[src/rtl/instr_stream_encoder.sv]
// Instruction stream encoder: packs decoded RISC-V fields into 32-bit words
// and writes them to instruction memory at sequential word addresses.
module instr_stream_encoder #(
  parameter int unsigned          ADDR_W    = 32,
  parameter logic [ADDR_W-1:0]    BASE_ADDR = '0,
  parameter int unsigned          DEPTH     = 64,
  localparam int unsigned         CNT_W     = $clog2(DEPTH + 1)
) (
  input  logic              clk,
  input  logic              rst,
  input  logic              start,
  input  logic              in_valid,
  output logic              in_ready,
  input  logic              in_last,
  input  logic [2:0]        kind,
  input  logic [2:0]        funct3,
  input  logic              funct7b5,
  input  logic [4:0]        rd,
  input  logic [4:0]        rs1,
  input  logic [4:0]        rs2,
  input  logic [20:0]       imm,
  output logic              imem_we,
  output logic [ADDR_W-1:0] imem_addr,
  output logic [31:0]       imem_wdata,
  output logic              busy,
  output logic              done,
  output logic              err,
  output logic [CNT_W-1:0]  count
);

  localparam logic [2:0] K_R   = 3'd0;
  localparam logic [2:0] K_I   = 3'd1;
  localparam logic [2:0] K_LW  = 3'd2;
  localparam logic [2:0] K_SW  = 3'd3;
  localparam logic [2:0] K_BR  = 3'd4;
  localparam logic [2:0] K_JAL = 3'd5;

  localparam logic [6:0] OP_R   = 7'b0110011;
  localparam logic [6:0] OP_I   = 7'b0010011;
  localparam logic [6:0] OP_LW  = 7'b0000011;
  localparam logic [6:0] OP_SW  = 7'b0100011;
  localparam logic [6:0] OP_BR  = 7'b1100011;
  localparam logic [6:0] OP_JAL = 7'b1101111;

  localparam logic [2:0] F3_WORD = 3'b010;

  typedef enum logic [1:0] {
    S_IDLE = 2'd0,
    S_LOAD = 2'd1,
    S_DONE = 2'd2
  } state_t;

  state_t              state_q, state_d;
  logic                we_q, we_d;
  logic [ADDR_W-1:0]   addr_q, addr_d;
  logic [31:0]         wdata_q, wdata_d;
  logic [CNT_W-1:0]    count_q, count_d;
  logic                err_q, err_d;

  logic [31:0]         enc_c;
  logic                bad_c;
  logic                xfer_c;
  logic [CNT_W-1:0]    count_inc_c;
  logic [ADDR_W-1:0]   word_addr_c;

  // Field packing per opcode class; bad_c flags bundles that must not be written
  always_comb begin
    enc_c = '0;
    bad_c = 1'b0;
    case (kind)
      K_R: begin
        enc_c = {1'b0, funct7b5, 5'b00000, rs2, rs1, funct3, rd, OP_R};
      end
      K_I: begin
        enc_c = {imm[11:0], rs1, funct3, rd, OP_I};
        // Shifts reuse the upper immediate bits as the funct7 field
        if (funct3 == 3'b001 || funct3 == 3'b101) begin
          enc_c[31:25] = {1'b0, funct7b5, 5'b00000};
        end
      end
      K_LW: begin
        enc_c = {imm[11:0], rs1, F3_WORD, rd, OP_LW};
      end
      K_SW: begin
        enc_c = {imm[11:5], rs2, rs1, F3_WORD, imm[4:0], OP_SW};
      end
      K_BR: begin
        enc_c = {imm[12], imm[10:5], rs2, rs1, funct3, imm[4:1], imm[11], OP_BR};
        bad_c = imm[0];
      end
      K_JAL: begin
        enc_c = {imm[20], imm[10:1], imm[11], imm[19:12], rd, OP_JAL};
        bad_c = imm[0];
      end
      default: begin
        bad_c = 1'b1;
      end
    endcase
  end

  // Handshake and address generation
  assign in_ready    = (state_q == S_LOAD) & ~start;
  assign xfer_c      = in_valid & in_ready;
  assign count_inc_c = count_q + CNT_W'(1);
  assign word_addr_c = BASE_ADDR + (ADDR_W'(count_q) << 2);

  // Next-state and registered-output logic
  always_comb begin
    state_d = state_q;
    we_d    = 1'b0;
    addr_d  = addr_q;
    wdata_d = wdata_q;
    count_d = count_q;
    err_d   = err_q;

    if (start) begin
      state_d = S_LOAD;
      count_d = '0;
      err_d   = 1'b0;
    end else if (xfer_c) begin
      if (bad_c) begin
        err_d   = 1'b1;
        state_d = S_DONE;
      end else begin
        we_d    = 1'b1;
        addr_d  = word_addr_c;
        wdata_d = enc_c;
        count_d = count_inc_c;
        if (in_last || count_inc_c == CNT_W'(DEPTH)) begin
          state_d = S_DONE;
        end
      end
    end
  end

  // State and output registers with synchronous reset
  always_ff @(posedge clk) begin
    if (rst) begin
      state_q <= S_IDLE;
      we_q    <= 1'b0;
      addr_q  <= '0;
      wdata_q <= '0;
      count_q <= '0;
      err_q   <= 1'b0;
    end else begin
      state_q <= state_d;
      we_q    <= we_d;
      addr_q  <= addr_d;
      wdata_q <= wdata_d;
      count_q <= count_d;
      err_q   <= err_d;
    end
  end

  assign imem_we    = we_q;
  assign imem_addr  = addr_q;
  assign imem_wdata = wdata_q;
  assign count      = count_q;
  assign err        = err_q;
  assign busy       = (state_q == S_LOAD);
  assign done       = (state_q == S_DONE);

endmodule

[config.mk]
export PLATFORM = sky130hd
export DESIGN_NAME = instr_stream_encoder
export DESIGN_NICKNAME = d
export VERILOG_FILES = /design/src/rtl/instr_stream_encoder.sv
export SDC_FILE = /design/constraint.sdc
export NUM_CORES = 1
export LEC_CHECK = 0
export ABC_AREA = 1
export CAP_MARGIN = 10
export CORE_MARGIN = 5
export CORE_UTILIZATION = 40
export CTS_CLUSTER_SIZE = 12
export DETAILED_ROUTE_END_ITERATION = 10
export PLACE_DENSITY = 0.9
export SLEW_MARGIN = 20
export SYNTH_ARGS = -nofsm -noshare
export SYNTH_HDL_FRONTEND = slang
export SYNTH_SLANG_ARGS = --single-unit
[constraint.sdc]
create_clock -name clk -period 1.6 [get_ports clk]
set_input_delay 0.32 -clock clk [delete_from_list [all_inputs] [get_ports clk]]
set_output_delay 0.32 -clock clk [all_outputs]
set_load 0.02 [all_outputs]
Word-level counts from Yosys, hierarchy flattened
Index checks and enable logic that the tools add are counted.
- flip-flop bits (word level): 50
- bits in latches: 0
- memory bits (writable): 0
- memory bits (read-only): 0
- input bits: 48
- output and inout port bits: 76
- word-level logic and storage cells: 46
- memories kept: 0
- add/sub/neg operators: 1
- multiply operators: 0
- divide/modulo/power cells: 0
- order comparisons: 0
- equality and inequality tests: 10
- shift-type cells: 0
- multiplexer cells: 8
- bitwise logic cells: 5
- reduce and logical (&&, ||, !) cells: 15
- operators by type and width (operator ; number):
    32-bit one-hot mux with 6 select lines ; 1
    3-bit == test (second input constant) ; 3
    2-bit AND reduction ; 4
    7-bit by 1-bit adder with 7-bit output (second input constant) ; 1
    7-bit == test (second input constant) ; 1
    7-bit two-way mux ; 1
    3-bit by 1-bit == test with 1-bit output (second input constant) ; 2
    3-bit by 2-bit == test with 1-bit output (second input constant) ; 2
    2-bit two-way mux ; 2
    2-bit nonzero test ; 2
    2-bit OR reduction ; 2
    4-bit OR reduction ; 1
    3-bit logical NOT ; 1
    1-bit two-way mux ; 3
    1-bit NOT ; 3
    3-bit AND reduction ; 1
    3-bit nonzero test ; 1
    3-bit OR reduction ; 1
    1-bit bitwise AND ; 2
    2-bit by 1-bit == test with 1-bit output (second input constant) ; 1
    2-bit == test (second input constant) ; 1
    1-bit logical OR ; 2
    1-bit one-hot mux with 2 select lines ; 1

Depth between registers and ports, before layout
Gate-level depths: netlist of the first run.
- word-level depth: 7
- gate-level depth with buffers: 12
- depth with buffers taken out: 12

Least setup slack after synthesis of the first run
Ideal clock, no wire load.
- path type: flip-flop to flip-flop
- start: register count_q[0], in the netlist count[0]
- end: register state_q[0]
- library setup time: 132 ps
- arrival time: 1396 ps
- data required time: 1468 ps
- slack: 71 ps
- cell stages (with the launch flop): 11
- path buffers: 0
- period minus slack after synthesis: 1529 ps
- path through: dfxtp_1 > ha_1 > nand3_1 > o21bai_1 > nand2_1 > nor2_1 > nand2_1 > nand2_1 > nand2_1 > nand2_1 > a21oi_1
- word-level cells in the longest chain between the ends: 5
- RTL lines (item ; line ; RTL):
    start, declared ; 57 ; logic [CNT_W-1:0] count_q, count_d;
    start signal, assigned ; 150 ; count_q <= count_d;
    7-bit by 1-bit adder with 7-bit output ; 104 ; assign count_inc_c = count_q + CNT_W'(1);
    7-bit == test ; 129 ; if (in_last || count_inc_c == CNT_W'(DEPTH)) begin
    1-bit logical OR ; 129 ;
    3-bit nonzero test (no source line) ; - ;
    2-bit AND reduction (no source line) ; - ;
    end signal, assigned ; 146 ; state_q <= state_d;
    end, declared ; 53 ; state_t state_q, state_d;
Every way passes these cells.
A chain may end at the register's enable or synchronous reset.

Final worst setup path of the first run
- start: register addr_q[4], in the netlist imem_addr[4]
- end: output imem_addr[4]
- RTL lines (item ; line ; RTL):
    start, declared ; 55 ; logic [ADDR_W-1:0] addr_q, addr_d;
    start signal, assigned ; 148 ; addr_q <= addr_d;
    end, declared ; 23 ; output logic [ADDR_W-1:0] imem_addr,
No word-level cell between the ends.

==> results of run 1 <==
-- worst max-delay path by stage --
stage / cells after the start / slack, ps / to / start
global placement: 3 / -340 / in_ready / start
detailed placement: 3 / -380 / in_ready / start
CTS: 1 / 8 / imem_wdata[30] / imem_wdata[30]
finish: 1 / 30 / imem_addr[4] / imem_addr[4]
floorplan: 10 / 70 / state_q[0] / count[0]
global route: 9 / -20 / imem_wdata[24] / kind[0]
-- registers in the layout, indices dropped and copies added, names as in the netlist --
register / flops
state_q: 2
imem_wdata: 30
err: 1
imem_addr: 7
imem_we: 1
count: 7
-- placed cells by master (no fill, tap or decap), drive strengths merged --
| cell | count |
|---|---|
| nand3 | 22 |
| a21oi | 35 |
| nand4 | 1 |
| o21bai | 1 |
| a311oi | 1 |
| nor3 | 2 |
| xnor2 | 1 |
| nor2 | 41 |
| a41oi | 2 |
| inv | 30 |
| dfxtp | 48 |
| clkdlybuf4s50 | 51 |
| clkbuf | 7 |
| nand2 | 59 |
| dlygate4sd2 | 16 |
| a221oi | 1 |
| a31oi | 9 |
| o31ai | 1 |
| conb | 25 |
| ha | 2 |
| buf | 33 |
| clkinv | 1 |
| o21ai | 32 |
| dlymetal6s2s | 30 |
-- power by group --
part           internal [µW]  leakage (µW)  switching [µW]
clock network            298     0.0000410             382
logic                    238       0.00169             274
registers               1230      0.000391            19.4
total                   1760       0.00212             675
-- synth_stat cells (all sizes together) --
library cell / number / area [µm²]
a311oi: 1 / 15.0
nand3: 22 / 110
nand2: 59 / 224
buf: 36 / 273
a31oi: 9 / 56.3
nor2: 41 / 164
o21bai: 1 / 7.51
a21oi: 35 / 175
a221oi: 1 / 8.76
xnor2: 1 / 8.76
o21ai: 32 / 164
clkbuf: 5 / 18.8
a41oi: 2 / 17.5
conb: 1 / 3.75
nand4: 1 / 6.26
inv: 30 / 113
ha: 2 / 25.0
nor3: 2 / 21.3
dfxtp: 48 / 961
o31ai: 1 / 7.51
-- routing by layer --
layer,share of wire,wire length [µm],vias up
li1,-,-,1267
met4,0.018,133,0
met5,0,0,-
met3,0.096,707,14
met2,0.49,3590,114
met1,0.40,2910,1186
-- repair_timing --
item | in CTS | in global routing
pin swaps | 1 | 3
resized for setup | 18 | 48
setup endpoints to repair | 27 | 65
endpoints found under the hold margin | 0 | 0
-- area by class of cell --
type                    instances  area (µm²)
fillers                       503        2160
repair buffers                131        1300
multi-input cells             235        1140
flip-flops and latches         48         966
inverters                      30         113
well taps                      75        93.8
clock buffers                   6        72.6
clock inverters                 1        5.00
-- stage by stage --
| stage | area (µm²) | cells |
|---|---|---|
| final | 3690 | 526 |
| after floorplan | 2470 | 354 |
| after detailed placement | 3510 | 519 |
| after CTS | 3570 | 526 |
| after global placement | 3510 | 519 |
| after global routing | 3690 | 526 |
-- cells by family (layout without fill, tap and decap cells) --
logic type      count (synthesis)  after routing  share of synthesized area
buf+inv                        71            168                      0.170
compound gates                 82             82                      0.190
other cells                     1             25                    0.00158
xor+xnor                        1              1                    0.00368
simple gates                  125            125                      0.221
fa+ha+maj                       2              2                     0.0105
flops                          48             48                      0.404
==> flow_summary.yaml, run 1 <==
outcome:
  outcome: "completed"
route:
  drt-total-wl_mm: 7.33
  first_pass_iters: 4
  vias: 2581
  drtAntennaViolNets: 0
  drtIter0Drc: 239
  wl_per_cell_um: 13.9
  drc: 0
  viasPerCell: 4.91
timing:
  layout_setup_ws_ps: 27.1
  period_needed_ps: 1570
  max_freq_mhz: 636
  fin_setup_tns_ps: 0
  slew_violations: 0
  rsz0062_at_grt: "yes"
  period_share: 0.983
  hold_viol: 0
  setup_viol: 0
  skew_ps: 4.48
  hold-worst-slack_ps: 466
power:
  power_uw: 2440
  p_per_area_nw_per_um2: 660
  max-vdd-ir-drop_uv: 391
  power.leakage_uw: 0.00212
clock_tree:
  numCtsBuffers: 5
  clock_path_buffers: 2
  clk_pin_slew_ps: 80
  cts_sinks: 48
  cts_tree: "done"
  cts.hold.buffers_added: 0
  htree_levels: 2
  worstSkewPairLatency_ps: 290
  clock-root-buffer: "clkbuf_8"
  postCtsSetupBuffers: 0
critical_path:
  crit_path_end_kind: "output pin"
  crit-reg2reg-launch: "state_q[0]"
  worst-r2r-cell-count: 8
  cp_slowest_cell: "clkdlybuf4s50_1"
  cp.arrival_ps: 1250
  critPathRequiredTime_ps: 1280
  rr_endpoint: "imem_wdata[9]"
  ff2ff_setup_slack_ps: 110
  slowest_delay_ps: 620
  crit_chain: "clkdlybuf4s50_1"
  crit_type: "reg2out"
  critPathBufInv: 1
  critPathMaxFanout: 2
  crit_family: "buffers and inverters"
  startpoint_type: "flip-flop"
final_layout:
  drive_above_1_share: 0.137
  syn2layout_area_growth_pct: 55.1
  fin_util: 0.631
  layout.nets: 501
  antenna_cells: 0
flow_run:
  cap_viol_max_count: 0
global_route:
  antenna_found_initial: 0
  overflow: 0
  grt_first_pass_wirelength_mm: 11.4
  met2_usage: 0.307
  grt_use_met1: 0.236
  grt.total_usage: 0.188
  grt_max_degree: 28
  top_usage_layer: "met2"
  grt_pass1_vias: 2483
  use_met3: 0.0596
placement:
  place_hpwl_mm: 5.59
  dp_slack_ps: -382
  gp_congestion: 0.885
  portBuffers: 98
floorplanning:
  core_um2: 5850
  die_y_um: 87.1
  ios: 124
  dieArea_um2: 7590
  die_w_um: 87.1
  start_util: 0.407
  rows: 28
worst_hold_path:
  hold_end: "imem_wdata[27]"
  min_path_cells: 2
  hold_start: "imem_wdata[27]"
  hold_class: "reg2reg"
synth:
  ys_warn_count: 0
  netlist_area_um2: 2380
  syn_inst: 330
  yosysUniqueCellTypes: 29
  avgSynthCellArea_um2: 7.21
  ys_seq_area_frac: 0.404
  ys_ff_latch: 48
Note: power is estimated with default switching activity, not from simulation.
==> run 2: changes to the inputs <==
--- a/config.mk
+++ b/config.mk
@@ -11,7 +11,7 @@
 export CORE_UTILIZATION = 40
 export CTS_CLUSTER_SIZE = 12
 export DETAILED_ROUTE_END_ITERATION = 10
-export PLACE_DENSITY = 0.9
+export PLACE_DENSITY = 0.8
 export SLEW_MARGIN = 20
 export SYNTH_ARGS = -nofsm -noshare
 export SYNTH_HDL_FRONTEND = slang
==> run 2 against run 1 <==
Clock skew rose by 1.1 ps. Count of clock-buffer cells in the layout unchanged. Hold slack got worse by 1.2 ps. Core utilization rose by 0.75 points. Non-clock buffer count is 1 higher. Global-route usage shrank 0.43 points. Critical path depth did not move. Setup slack improved by 20 ps. Critical path type unchanged. Largest power group unchanged.
==> flow_summary.yaml, run 2 (same netlist as run 1, synthesis figures left out) <==
clock_tree:
  clock-root-buffer: "clkbuf_8"
  postCtsSetupBuffers: 0
  clk_pin_slew_ps: 80
  htree_levels: 2
  clock_path_buffers: 2
  cts_sinks: 48
  numCtsBuffers: 5
  worstSkewPairLatency_ps: 310
  cts.hold.buffers_added: 0
  cts_tree: "done"
worst_hold_path:
  min_path_cells: 2
  hold_end: "imem_wdata[26]"
  hold_start: "imem_wdata[26]"
  hold_class: "reg2reg"
critical_path:
  ff2ff_setup_slack_ps: 100
  startpoint_type: "flip-flop"
  crit-reg2reg-launch: "state_q[0]"
  crit_chain: "clkdlybuf4s50_1"
  critPathBufInv: 1
  worst-r2r-cell-count: 8
  cp_num_cells: 1
  crit_type: "reg2out"
  cp.arrival_ps: 1230
  slowest_delay_ps: 600
  critPathRequiredTime_ps: 1280
  cp_slowest_cell: "clkdlybuf4s50_1"
  crit_family: "buffers and inverters"
  critPathMaxFanout: 2
  rr_endpoint: "imem_wdata[16]"
  crit_path_end_kind: "output pin"
floorplanning:
  die_w_um: 87.1
  core_um2: 5850
  rows: 28
  ios: 124
  die_y_um: 87.1
  dieArea_um2: 7590
  start_util: 0.407
timing:
  setup_viol: 0
  slew_violations: 0
  hold-worst-slack_ps: 465
  layout_setup_ws_ps: 47.3
  hold_viol: 0
  max_freq_mhz: 644
  skew_ps: 5.60
  rsz0062_at_grt: "yes"
  period_share: 0.970
  period_needed_ps: 1550
power:
  power.leakage_uw: 0.00221
  max-vdd-ir-drop_uv: 456
  p_per_area_nw_per_um2: 703
final_layout:
  mostFrequentLayoutCell: "nand2_1"
  seq_area_um2: 963
  syn2layout_area_growth_pct: 56.9
  antenna_cells: 0
  final_cell_mix: "nand2_1, clkdlybuf4s50_1, dfxtp_1"
  fin_util: 0.638
  largest_reg_flops: 30
  fin_area_um2: 3730
  fillers: 537
  layout.nets: 502
  drive_above_1_share: 0.124
  multi_input_comb_area_um2: 1130
placement:
  placed_cell_area_um2: 3550
  portBuffers: 98
  gp_congestion: 0.865
  dp_slack_ps: -364
  place_hpwl_mm: 5.48
route:
  drtIter0Drc: 138
  wl_per_cell_um: 13.6
  viasPerCell: 4.76
  drc: 0
  drt-total-wl_mm: 7.17
  vias: 2515
  first_pass_iters: 4
  drtAntennaViolNets: 0
flow_run:
  cap_viol_max_count: 0
global_route:
  overflow: 0
  grt_first_pass_wirelength_mm: 11.0
  grt_max_degree: 24
  antenna_found_initial: 0
  grt.total_usage: 0.183
  grt_pass1_vias: 2358
outcome:
  outcome: "completed"
run 2: per-stage QoR:
step / std cells / setup TNS, ps / total power (µW)
floorplan: 354 / 0 / 1550
global placement: 520 / -10460 / 1780
detailed placement: 520 / -13260 / 1790
CTS: 528 / 0 / 2640
global route: 528 / -56.6 / 2750
finish: 528 / 0 / 2630
run 2: cell type report:
type,instances,share of cell area
clock buffers,6,0.0194
repair buffers,132,0.356
well taps,75,0.0251
multi-input cells,235,0.302
inverters,30,0.0302
clock inverters,2,0.00938
flip-flops and latches,48,0.258
run 2: worst max-delay path by stage:
stage,from,endpoint,slack [ps]
4_1_cts,imem_wdata[11],imem_wdata[11],2
2_1_floorplan,count[0],state_q[0],70
3_3_place_gp,start,in_ready,-320
6_report,imem_addr[3],imem_addr[3],50
3_5_place_dp,start,count[0],-360
5_1_grt,count[0],state_q[0],-40
run 2: tightest hold or removal path, stage by stage (launching register included):
cell	delay, ps
dfxtp_1	310
nand2_1	60
a21oi_1	50
run 2: power by group:
part / switching [µW] / leakage, µW / internal (µW) / total (µW)
Sequential: 18.1 / 0.000390 / 1230 / 1240
Combinational: 271 / 0.00176 / 239 / 510
Clock: 407 / 0.0000552 / 464 / 871
Total: 696 / 0.00221 / 1930 / 2630
run 2: timing repair:
item | in CTS | in global routing
endpoints found under the setup margin | 31 | 45
gates resized for setup | 20 | 39
pin swaps | 0 | 1
endpoints found under the hold margin | 0 | 0
run 2: layer usage:
metal / share of wire / up-vias / GRT usage
li1: - / 1269 / -
met1: 0.40 / 1132 / 0.229
met2: 0.48 / 104 / 0.297
met3: 0.11 / 10 / 0.0653
met4: 0.014 / 0 / 0.0544
met5: 0 / - / 0
